File: src/rtl/tick_period_meter.sv
// Purpose : measures the spacing of a single-cycle tick stream and flags lock
//           once LOCK_COUNT consecutive measurements agree.
// Latency : period/period_valid/locked update on the edge that samples tick.
// Backpressure: period holds until consumed; a tick with an unconsumed value
//           and out_ready=0 overwrites it and pulses overrun.
//
// Ports:
//   clk, rst (async active-low) ; en qualifies counted cycles ; tick is the
//   pulse to measure ; out_ready/period/period_valid form the result handshake ;
//   overrun, locked, timeout are status outputs.
// Optional feature macro: TICK_PERIOD_METER_TIMEOUT_EN -- when defined, an
//   interval counter reaching 2^WIDTH-1 pulses timeout and drops back to SEEK;
//   otherwise the counter saturates and timeout is constant 0.
module tick_period_meter #(
  parameter int WIDTH      = 8,
  parameter int LOCK_COUNT = 3
) (
  input  logic             clk,
  input  logic             rst,
  input  logic             en,
  input  logic             tick,
  input  logic             out_ready,
  output logic [WIDTH-1:0] period,
  output logic             period_valid,
  output logic             overrun,
  output logic             locked,
  output logic             timeout
);

  typedef enum logic [1:0] {SEEK, MEAS, LOCKED} state_t;

  localparam logic [WIDTH-1:0] CNT_MAX  = '1;
  localparam logic [3:0]       LOCK_RUN = 4'(LOCK_COUNT);

  state_t           state_q, state_d;
  logic [WIDTH-1:0] cnt_q, cnt_d;
  logic [WIDTH-1:0] ref_val_q, ref_val_d;
  logic [3:0]       run_q, run_d;
  logic [3:0]       run_next;
  logic [WIDTH-1:0] period_q, period_d;
  logic             valid_q, valid_d;
  logic             overrun_q, overrun_d;
  logic             locked_q, locked_d;
  logic             timeout_q, timeout_d;

  always_comb begin
    state_d   = state_q;
    cnt_d     = cnt_q;
    ref_val_d = ref_val_q;
    run_d     = run_q;
    run_next  = run_q;
    period_d  = period_q;
    valid_d   = valid_q;
    overrun_d = 1'b0;
    locked_d  = locked_q;
    timeout_d = 1'b0;

    // Consumption; a tick on the same edge reloads valid below.
    if (valid_q && out_ready) begin
      valid_d = 1'b0;
    end

    if (tick) begin
      cnt_d = '0;
      if (state_q == SEEK) begin
        // Reference tick only: nothing has been measured yet.
        state_d = MEAS;
      end else begin
        period_d  = cnt_q;
        valid_d   = 1'b1;
        overrun_d = valid_q && !out_ready;
        // run_q==0 marks the first measurement after SEEK, which always
        // restarts the run even if it happens to equal the stale reference.
        if ((run_q != 4'd0) && (cnt_q == ref_val_q)) begin
          run_next = (run_q >= LOCK_RUN) ? LOCK_RUN : run_q + 4'd1;
        end else begin
          ref_val_d = cnt_q;
          run_next  = 4'd1;
        end
        run_d = run_next;
        if (run_next == LOCK_RUN) begin
          locked_d = 1'b1;
          state_d  = LOCKED;
        end else begin
          locked_d = 1'b0;
          state_d  = MEAS;
        end
      end
    end else if (en && (state_q != SEEK)) begin
      // The counter is held at 0 while seeking: the reference tick clears it
      // anyway, and this keeps a tick-less line from re-firing timeout.
      if (cnt_q != CNT_MAX) begin
        cnt_d = cnt_q + 1'b1;
      end else begin
`ifdef TICK_PERIOD_METER_TIMEOUT_EN
        timeout_d = 1'b1;
        cnt_d     = '0;
        run_d     = 4'd0;
        locked_d  = 1'b0;
        state_d   = SEEK;
`else
        cnt_d = cnt_q;  // saturate; the next tick reports the maximum
`endif
      end
    end
  end

  always_ff @(posedge clk or negedge rst) begin
    if (!rst) begin
      state_q   <= SEEK;
      cnt_q     <= '0;
      ref_val_q <= '0;
      run_q     <= 4'd0;
      period_q  <= '0;
      valid_q   <= 1'b0;
      overrun_q <= 1'b0;
      locked_q  <= 1'b0;
      timeout_q <= 1'b0;
    end else begin
      state_q   <= state_d;
      cnt_q     <= cnt_d;
      ref_val_q <= ref_val_d;
      run_q     <= run_d;
      period_q  <= period_d;
      valid_q   <= valid_d;
      overrun_q <= overrun_d;
      locked_q  <= locked_d;
      timeout_q <= timeout_d;
    end
  end

  assign period       = period_q;
  assign period_valid = valid_q;
  assign overrun      = overrun_q;
  assign locked       = locked_q;
  assign timeout      = timeout_q;

endmodule

File: config.mk
export PLATFORM = sky130hd
export DESIGN_NAME = tick_period_meter
export DESIGN_NICKNAME = d
export VERILOG_FILES = /design/src/rtl/tick_period_meter.sv
export SDC_FILE = /design/constraint.sdc
export NUM_CORES = 1
export LEC_CHECK = 0
export CAP_MARGIN = 5
export CORE_ASPECT_RATIO = 1.1
export CORE_UTILIZATION = 31
export CTS_CLUSTER_SIZE = 8
export DETAILED_ROUTE_END_ITERATION = 7
export DONT_BUFFER_PORTS = 1
export PLACE_DENSITY = 0.44
export SLEW_MARGIN = 10
export SYNTH_ARGS = -nofsm -noshare
export SYNTH_HDL_FRONTEND = slang
export SYNTH_SLANG_ARGS = --single-unit
File: constraint.sdc
create_clock -name clk -period 2.1 [get_ports clk]
set_input_delay 0.315 -clock clk [delete_from_list [all_inputs] [get_ports clk]]
set_output_delay 0.315 -clock clk [all_outputs]
set_load 0.01 [all_outputs]
-- Word-level counts from Yosys, hierarchy flattened
Index checks and enable logic that the tools add are counted.
- memory bits (read-only): 0
- bits in registers: 33
- logic and storage cells: 44
- RAM bits: 0
- bits of input ports: 5
- latch bits: 0
- output and inout bits: 12
- memories kept: 0
- div/mod/pow operators: 0
- shift-type cells: 0
- reduce and logical (&&, ||, !) cells: 13
- magnitude comparators: 1
- multipliers: 0
- bitwise logic cells: 2
- add/subtract/negate cells: 2
- multiplexer cells: 15
- eq/ne operators: 3
- operators by type and width (operator ; number):
    8-bit two-way mux ; 3
    4-bit two-way mux ; 4
    8-bit by 1-bit adder with 8-bit output, second input constant ; 1
    8-bit == test ; 1
    8-bit != test, second input constant ; 1
    1-bit two-way mux ; 6
    2-bit nonzero test ; 3
    4-bit by 1-bit adder with 4-bit output, second input constant ; 1
    4-bit by 2-bit == test with 1-bit output, second input constant ; 1
    4-bit by 2-bit >= comparator with 1-bit output, second input constant ; 1
    1-bit logical AND ; 4
    2-bit two-way mux ; 2
    2-bit AND reduction ; 2
    4-bit nonzero test ; 1
    3-bit AND reduction ; 1
    2-bit logical NOT ; 1
    1-bit NOT ; 2
    1-bit logical NOT ; 1

-- Depth between registers and ports, before layout
- depth after elaboration: 8
- gate-level depth with buffers: 6
- gate-level depth less buffers: 6

-- Worst setup path before layout
OpenSTA, ideal clock, no wires.
- path type: register -> register
- start: register cnt_q[0]
- end: register cnt_q[5]
- cell stages (with the launch flop): 6
- period minus slack after synthesis: 1.563 ns
- library setup time: 0.132 ns
- path buffers: 0
- data arrival time: 1.431 ns
- setup slack: 0.537 ns
- cells stage by stage: dfrtp_1 ha_1 and3_4 a2111oi_2 xnor2_1 nor2_1
- cells in the longest elaborated chain, start to end: 4
- elaborated cells on any way between the ends: 7
- those cells by class: 1 x add/sub; 1 x eq/ne; 3 x mux; 2 x reduce/logical
- ends and longest elaborated chain (what ; line ; source):
    start: declaration ; 36 ; logic [WIDTH-1:0] cnt_q, cnt_d;
    start signal: assignment ; 121 ; cnt_q <= cnt_d;
    8-bit by 1-bit adder with 8-bit output ; 93 ; cnt_d = cnt_q + 1'b1;
    8-bit two-way mux ; 92 ; if (cnt_q != CNT_MAX) begin
    8-bit two-way mux ; 89 ; end else if (en && (state_q != SEEK)) begin
    8-bit two-way mux ; 63 ; if (tick) begin
Parallel ways exist; a longest one is shown, timed or not. The select of a mux whose other input is x is not followed.
A chain may end at the register's enable or synchronous reset.

-- Final worst setup path
Same ends and word-level chain as after synthesis.

==> qor.csv <==
metric,value,unit
ctsHoldBuffers,2,
diodes,0,
routed_via_density,4.78,
synth_mux_area_share,1.40,%
cts_buffer_depth,2,
ir_drop,0.380,mV
fin_area,1670,um2
syn-num-nets,158,
synth-xor-area-share,8.57,%
yosys_warnings,0,
setup_tns,0,ps
async_reset_ff_share,100,%
rsz0062_at_grt,no,
synth_ff_type,dfrtp_1,
wire_per_inst,13.8,um
first_global_vias,1070,
drv_cap,0,
via_count,1000,
postCtsResizedCells,0,
timing.final.hold_violations,0,
arrival,1790,ps
slew_viol_final,0,
drt_wl_total,2880,um
die-height,75.4,um
criticalPathCategory,reg2reg,
synth_fa_ha_area_share,2.47,%
core.rowCount,26,
powerDensity,955,nW/um2
synth_top_family_by_area,simple AND/OR/NAND/NOR gates,
cp-start-kind,flip-flop,
synthCells,150,
drt-initial-drc-count,52,
dieArea,5180,um2
finalCritPeriodShare,76.8,%
antenna_found_initial,0,
cts_made_buffers,5,
io_pins,17,
cts.sinks,33,
cts_tree,done,
worst_pin_slew,658,ps
dp_hpwl,2010,um
synth.ff_latch_count,33,
dr.pass1.iters,4,
synth_edf_count,0,
ys_types,34,
clk_pin_slew,70,ps
cp.required,2280,ps
initial_core_util,32.4,%
drive_above_1_share,10.5,%
period_minus_slack,1610,ps
grt_max_degree,34,
finClkSkew,4.51,ps
fmax,620,MHz
hp-class,in2reg,
cts_root_buf,clkbuf_8,
power.leakage,0.838,nW
cts.htree.levels,2,
cts_setup_buffers,0,
cp_max_fo,5,
dpl_cell_area,1570,um2
setup_viol,0,
ant_nets,0,
grt_pass1_wl,5070,um
core,4680,um2
grtUsageTotal,13.9,%
synthSimpleGateAreaFrac,21.0,%
synthToLayoutAreaGrowth,10.1,%
slew_headroom,55.8,%
fillers,507,
dieWidth,68.7,um
clock_latency,280,ps
yosysSeqAreaShare,54.4,%
route.detailed.drc,0,
routabilityCongestion,0.736,
synth-compound-area-share,8.82,%
overflow,0,
avgSynthCellArea,10.1,um2
numPortBuffers,0,
status,completed,
cp-end-kind,flip-flop,
nets,162,
syn-cell-area,1520,um2
[per-layer routing]
layer  part of all wire, %  GRT usage (%)  up-vias  routed length, um
li1                      -              -      499                  -
met1                    48           16.9      478               1370
met2                    46           21.8       18               1330
met3                   4.8           5.69        5                139
met4                   1.4           6.12        0                 40
met5                     0              0        -                  0
[per-stage QoR]
stage / total power [mW] / hold WS, ps / setup WS, ps / utilization [%] / instances
after global placement: 1.14 / 20.2 / 506 / 33.5 / 201
final: 1.60 / 88.4 / 487 / 35.7 / 209
after floorplan: 1.08 / 19.4 / 537 / - / 150
after CTS: 1.62 / 79.7 / 463 / 35.7 / 209
after global routing: 1.71 / 68.0 / 369 / 35.7 / 209
after detailed placement: 1.16 / 20.2 / 478 / 33.5 / 201
[area by class of cell]
| cell class | instances | area [um2] | area share (%) |
|---|---|---|---|
| sequential | 33 | 826 | 49.4 |
| clock buffer | 5 | 68.8 | 4.12 |
| inverter | 5 | 18.8 | 1.12 |
| tap | 56 | 70.1 | 4.19 |
| timing repair buffer | 3 | 37.5 | 2.25 |
| multi-input combinational | 106 | 646 | 38.6 |
| clock inverter | 1 | 5.00 | 0.299 |
[logic make-up after synthesis]
group,count (synthesis)
flops,33
other cells,1
mux,2
fa+ha+maj,3
simple gates,68
buf+inv,11
xor+xnor,14
compound gates,18
[critical path: stages, from the launching register on]
cell and delay [ps]:
dfrtp_1 450, ha_1 250, and3_4 210, a2111oi_2 390
xnor2_1 160, nor2_1 50
[power breakdown]
group          total, mW  internal, mW  switching [mW]
registers          0.800         0.716          0.0834
logic              0.362         0.149           0.213
clock network      0.434         0.218           0.216
[state kept, by name (all words and copies together), names as in the netlist]
name / cells
cnt_q: 8
locked: 1
overrun: 1
period: 8
period_valid: 1
ref_val_q: 8
run_q: 4
state_q: 2
[synthesized netlist by cell type (all sizes together), types with 3 or more instances]
library cell,instances,share of area [%]
a21oi,4,1.3
clkbuf,4,0.99
dfrtp,33,54
ha,3,2.5
inv,5,1.2
nand2,43,11
nand3,4,1.3
nor2,9,2.2
o21ai,3,0.99
xnor2,6,3.5
xor2,8,5.1
[cell usage in the layout (no fill, tap or decap), drive strengths merged]
cell,n
a2111oi,2
a211oi,2
a21oi,4
a2bb2oi,1
a31oi,1
and2,2
and3,1
and4,1
buf,2
clkbuf,5
clkinv,1
conb,1
dfrtp,33
dlygate4sd3,1
ha,3
inv,5
mux2,1
mux2i,1
nand2,43
nand2b,2
nand3,4
nand4,1
nor2,9
nor3,2
nor4,1
nor4b,1
o21a,2
o21ai,3
o22ai,1
o41ai,2
or4,1
xnor2,6
xor2,8
[final timing paths]
check	from	to	slack, ps	cells past startpoint
setup / recovery	cnt_q[0]	cnt_q[5]	490	5
min in group asynchronous	rst	run_q[0]	480	2
hold reg to reg	ref_val_q[2]	ref_val_q[2]	500	2
hold / removal	tick	cnt_q[6]	90	1
setup reg to reg	cnt_q[0]	cnt_q[5]	490	5
max in group asynchronous	rst	period[1]	1450	2
Note: power is estimated with default switching activity, not from simulation.
